[src/rtl/magic_nor_sequencer.sv]
// Program-driven NOR2/INV executor with MAGIC write-once cell semantics.
// Every cell holds LANES bit-parallel rows, so one run can evaluate a whole truth table.
module magic_nor_sequencer #(
  parameter int NUM_IN     = 4,
  parameter int NUM_CELLS  = 32,
  parameter int PROG_DEPTH = 32,
  parameter int LANES      = 16,
  localparam int AW        = $clog2(NUM_CELLS),
  localparam int PW        = $clog2(PROG_DEPTH),
  localparam int IW        = 3 * AW + 1
) (
  input  logic                    clk,
  input  logic                    rst,
  input  logic                    prog_we,
  input  logic [PW-1:0]           prog_addr,
  input  logic [IW-1:0]           prog_data,
  input  logic                    in_valid,
  output logic                    in_ready,
  input  logic [NUM_IN*LANES-1:0] in_data,
  input  logic [AW-1:0]           out_cell,
  output logic                    out_valid,
  input  logic                    out_ready,
  output logic [LANES-1:0]        out_data,
  output logic                    busy,
  output logic                    err
);

  typedef enum logic [1:0] {
    S_IDLE = 2'd0,
    S_EXEC = 2'd1,
    S_DONE = 2'd2
  } state_t;

  localparam logic [AW-1:0] FIRST_FREE = AW'(NUM_IN);
  localparam logic [PW-1:0] PC_MAX     = PW'(PROG_DEPTH - 1);

  state_t                 state_q, state_d;
  logic [PW-1:0]          pc_q, pc_d;
  logic [LANES-1:0]       cells_q [NUM_CELLS];
  logic [LANES-1:0]       cells_d [NUM_CELLS];
  logic [NUM_CELLS-1:0]   written_q, written_d;
  logic                   err_q, err_d;

  logic [IW-1:0]          prog_mem_q [PROG_DEPTH];

  logic [IW-1:0]          instr;
  logic                   instr_last;
  logic [AW-1:0]          src_a, src_b, dst;
  logic [LANES-1:0]       nor_val;
  logic                   wr_illegal;

  // Program RAM is deliberately unreset; loads are only honoured while idle.
  always_ff @(posedge clk) begin
    if (prog_we && (state_q == S_IDLE)) begin
      prog_mem_q[prog_addr] <= prog_data;
    end
  end

  assign instr      = prog_mem_q[pc_q];
  assign instr_last = instr[IW-1];
  assign src_a      = instr[3*AW-1:2*AW];
  assign src_b      = instr[2*AW-1:AW];
  assign dst        = instr[AW-1:0];
  assign nor_val    = ~(cells_q[src_a] | cells_q[src_b]);
  // A MAGIC output must be pre-SET, so inputs and already-evaluated cells cannot be targets.
  assign wr_illegal = (dst < FIRST_FREE) || written_q[dst];

  always_comb begin
    state_d   = state_q;
    pc_d      = pc_q;
    cells_d   = cells_q;
    written_d = written_q;
    err_d     = err_q;

    unique case (state_q)
      S_IDLE: begin
        if (in_valid) begin
          for (int i = 0; i < NUM_IN; i++) begin
            cells_d[i] = in_data[i*LANES +: LANES];
          end
          for (int i = NUM_IN; i < NUM_CELLS; i++) begin
            cells_d[i] = '1;
          end
          written_d = '0;
          err_d     = 1'b0;
          pc_d      = '0;
          state_d   = S_EXEC;
        end
      end
      S_EXEC: begin
        if (wr_illegal) begin
          err_d = 1'b1;
        end else begin
          cells_d[dst]   = nor_val;
          written_d[dst] = 1'b1;
        end
        if (instr_last || (pc_q == PC_MAX)) begin
          state_d = S_DONE;
        end else begin
          pc_d = pc_q + 1'b1;
        end
      end
      S_DONE: begin
        if (out_ready) begin
          state_d = S_IDLE;
        end
      end
      default: state_d = S_IDLE;
    endcase

    if (prog_we && (state_q != S_IDLE)) begin
      err_d = 1'b1;
    end
  end

  always_ff @(posedge clk or posedge rst) begin
    if (rst) begin
      state_q   <= S_IDLE;
      pc_q      <= '0;
      written_q <= '0;
      err_q     <= 1'b0;
      for (int i = 0; i < NUM_CELLS; i++) begin
        cells_q[i] <= '0;
      end
    end else begin
      state_q   <= state_d;
      pc_q      <= pc_d;
      written_q <= written_d;
      err_q     <= err_d;
      cells_q   <= cells_d;
    end
  end

  assign in_ready  = (state_q == S_IDLE);
  assign out_valid = (state_q == S_DONE);
  assign busy      = (state_q != S_IDLE);
  assign err       = err_q;
  assign out_data  = cells_q[out_cell];

endmodule

[config.mk]
export PLATFORM = sky130hd
export DESIGN_NAME = magic_nor_sequencer
export DESIGN_NICKNAME = d
export VERILOG_FILES = /design/src/rtl/magic_nor_sequencer.sv
export SDC_FILE = /design/constraint.sdc
export NUM_CORES = 2
export LEC_CHECK = 0
export BUFFER_PORTS_ARGS = -buffer_cell sky130_fd_sc_hd__buf_2
export CORE_UTILIZATION = 50
export DETAILED_ROUTE_END_ITERATION = 7
export PLACE_DENSITY = 0.66
export SETUP_SLACK_MARGIN = 0.05
export SLEW_MARGIN = 20
export SYNTH_ARGS = -nofsm -noshare
export SYNTH_HDL_FRONTEND = slang
export SYNTH_SLANG_ARGS = --single-unit
[constraint.sdc]
create_clock -name clk -period 22.4 [get_ports clk]
set_clock_uncertainty 0.2 [all_clocks]
set_input_delay 4.48 -clock clk [delete_from_list [all_inputs] [get_ports clk]]
set_output_delay 4.48 -clock clk [all_outputs]
set_load 0.1 [all_outputs]
==> metrics.cfg <==
[outcome]
outcome = finished, final reports clean

[routing]
drtPass1Iterations = 6
avgRoutedWirePerCell_um = 31.94
vias = 42791
viasPerCell = 6.920
drt_wl_total_mm = 197.5
antenna_left = 0
drc_errors = 0
drtIter0Drc = 6507

[setup_path]
cp_common_cell = mux4_2
r2r-start = pc_q[2]$_DFFE_PP0P_
worstPathMaxFanout = 82
max_stage_delay_ns = 0.86
crit_slowest_cell = buf_4
reg2reg_depth = 15
regToRegEndpoint = cells_q[200]$_DFFE_PP0P_
cp_top_family = buffers and inverters
arrival_ns = 8.02
regToRegSetupSlack_ns = 14.38
crit_path_start_kind = input pin
worstSetupEndpointType = primary output
cp_cell_sequence = buf_8 -> buf_4 -> mux4_2 -> mux4_2 -> mux2_2 -> buf_2
worstSetupPathType = in2out
cp.required_ns = 17.72
worst-path-buf-inv = 3

[clocking]
hold_buffers = 0
cts.clk_slew.worst_paths_ns = 0.06
h-tree-depth = 3
ctsResizeCount = 0
clock-sinks = 1060
cts_tree = done
clock-root-buffer = clkbuf_16
postCtsSetupBuffers = 0
cts.path.max_buffers = 3
cts_made_buffers = 112
worstSkewPairLatency_ns = 0.75

[global_routing]
antenna_found_initial = 8
grt_start_max_net_pins = 180
grtUsageTotal_pct = 34.94
grt_pass1_wl_mm = 287.0
grt-ovfl-total = 0
grt_pass1_vias = 40909

[die]
die_h_um = 336.1
coreArea_um2 = 110700
row_count = 122
initial_core_util_pct = 50.44
io_pins = 115
fp.dieW_um = 336.1
die_area_um2 = 113000

[logic_synthesis]
synth_nets = 4795
synth_edf_count = 512
avgSynthCellArea_um2 = 11.88
synth_area_um2 = 55820
synth-seq-cells = 1060
async_reset_ff_share_pct = 51.70
ys_seq_area_share_pct = 52.11
ys_types = 97
yosysWarnings = 0
synthCells = 4698
synth_top_flop_cell = dfrtp_1

[sta]
rsz0062_at_grt = no
setup_viol = 0
period_share_pct = 56.72
hold_viol = 0
tns_ns = 0
holdWs_ns = 0.2780
worstMarginPinSlew_ns = 1.206
max_slew_margin_pct = 19.30
min_period_ns = 12.70
fmax_mhz = 78.71
drv_slew = 0

[min_path]
whs_path_depth = 2
min_to = written_q[6]$_DFFE_PP0P_
hold_start = written_q[6]$_DFFE_PP0P_
hp-class = reg2reg

[cells_and_area]
layout.nets = 4694
drive_gt1_share_pct = 18.28
syn_to_final_growth_pct = 9.517

[power]
cellLeakagePower_nw = 21.56
ir_worst_vdd_v = 0.00009437
p_per_area_nw_per_um2 = 136.0

[placed_design]
place.gp.congestion = 0.9140
dpl.hpwl_mm = 113.5
portBuffers = 114

[flow_run]
maxCapViolCount = 0

worst register-to-register path, delay by kind of cell (launching register included):
family,cells,cell delay (ns)
muxes,2,0.67
AOI/OAI and AO/OA,3,0.62
DFF,1,0.83
and+or+nand+nor,4,1.58
buffers and inverters,6,3.98
placed cells by master, fill, tap and decap left out, drive strengths merged, types with 10 or more instances in the layout:
| cell | n |
|---|---|
| a21oi | 152 |
| a221oi | 21 |
| a222oi | 16 |
| a22oi | 48 |
| a31oi | 10 |
| a32oi | 153 |
| and2 | 19 |
| and3 | 24 |
| buf | 222 |
| bufinv | 12 |
| clkbuf | 141 |
| clkinv | 45 |
| clkinvlp | 10 |
| dfrtp | 548 |
| edfxtp | 512 |
| inv | 33 |
| mux2 | 31 |
| mux2i | 507 |
| mux4 | 258 |
| nand2 | 950 |
| nand3 | 250 |
| nand4 | 61 |
| nor2 | 123 |
| nor2b | 14 |
| nor3 | 92 |
| nor4 | 27 |
| o21ai | 151 |
| o22a | 46 |
| o22ai | 33 |
| o311ai | 75 |
| or3 | 11 |
state kept, by name (all words and copies together) (netlist names):
signal	flops
written_q	28
pc_q	5
prog_mem_q	512
cells_q	512
err	1
state_q	2
layer usage:
layer	wire (um)	vias to the layer above	track usage, %
li1	-	17596	-
met1	73190	21322	46.66
met2	84600	3107	50.37
met3	25910	762	10.35
met4	13780	4	20.92
met5	25	-	0
worst max path at each step:
stage                start                     end  slack, ns  depth (start not counted)
2_1_floorplan          rst  cells_q[0]$_DFFE_PP0P_       2.40                          1
3_3_place_gp   out_cell[0]            out_data[13]       9.72                          6
3_5_place_dp   out_cell[0]            out_data[13]       9.68                          6
4_1_cts        out_cell[0]            out_data[13]       9.69                          6
5_1_grt        out_cell[0]            out_data[13]       9.48                          6
6_report       out_cell[0]            out_data[13]       9.70                          6
power by group:
group / switching, W / leakage, nW / internal [W]
registers: 0.000413 / 9.89 / 0.00235
clock network: 0.000840 / 1.86 / 0.00111
logic: 0.00245 / 9.81 / 0.00116
total: 0.00370 / 21.6 / 0.00461
synth_stat cells (8+ instances only):
| library cell | instances | area share (%) |
|---|---|---|
| buf_1 | 33 | 0.22 |
| dfrtp_1 | 548 | 25 |
| o21ai_0 | 126 | 1.1 |
| mux2i_1 | 506 | 9.1 |
| o22ai_1 | 30 | 0.34 |
| buf_2 | 115 | 1.0 |
| nand3_1 | 249 | 2.2 |
| inv_1 | 16 | 0.11 |
| nor4_4 | 19 | 0.72 |
| o311ai_1 | 74 | 1.2 |
| buf_6 | 48 | 0.97 |
| a222oi_1 | 16 | 0.29 |
| nor3_1 | 75 | 0.67 |
| edfxtp_1 | 512 | 28 |
| inv_2 | 15 | 0.10 |
| and3_1 | 24 | 0.27 |
| buf_4 | 26 | 0.35 |
| mux2_2 | 28 | 0.56 |
| or3_1 | 10 | 0.11 |
| nor2_1 | 123 | 0.83 |
| a21oi_1 | 151 | 1.4 |
| nor4_1 | 8 | 0.090 |
| nor2b_1 | 14 | 0.16 |
| nand3b_1 | 9 | 0.12 |
| nor3_2 | 17 | 0.30 |
| a221oi_1 | 18 | 0.28 |
| o22a_1 | 46 | 0.72 |
| and2_1 | 16 | 0.18 |
| clkbuf_1 | 207 | 1.4 |
| a22oi_1 | 48 | 0.65 |
| o21ai_1 | 24 | 0.22 |
| a31oi_1 | 9 | 0.10 |
| a32oi_1 | 153 | 2.4 |
| nand4_1 | 60 | 0.67 |
| nand2b_1 | 9 | 0.10 |
| nand2_1 | 943 | 6.3 |
| mux4_2 | 256 | 10 |
metrics by stage:
step | setup slack [ns] | cells | util, % | cell area, um2 | power [W]
detailed placement | 9.682 | 5971 | 51.76 | 57280 | 0.006243
floorplan | 2.399 | 4698 | - | 55820 | 0.005187
global route | 9.484 | 6181 | 55.24 | 61130 | 0.008593
global placement | 9.721 | 5970 | 51.73 | 57250 | 0.006178
CTS | 9.689 | 6181 | 55.23 | 61120 | 0.008169
finish | 9.695 | 6184 | 55.24 | 61140 | 0.008313
area by class of cell:
cell class,instances,area [um2]
clock inverter,69,810.8
antenna,3,7.507
clock buffer,141,3033
timing repair buffer,222,1461
fill,9161,49530
inverter,31,123.9
sequential,1060,29100
multi-input combinational,3170,24740
tap,1488,1862
cell families after synthesis:
group	share of synthesized area [%]
fa+ha+maj	0.04482
buf+inv	4.413
mux	20.16
compound gates	9.795
simple gates	13.43
flops	52.11
xor+xnor	0.04708
(Power assumes the default switching activity.)
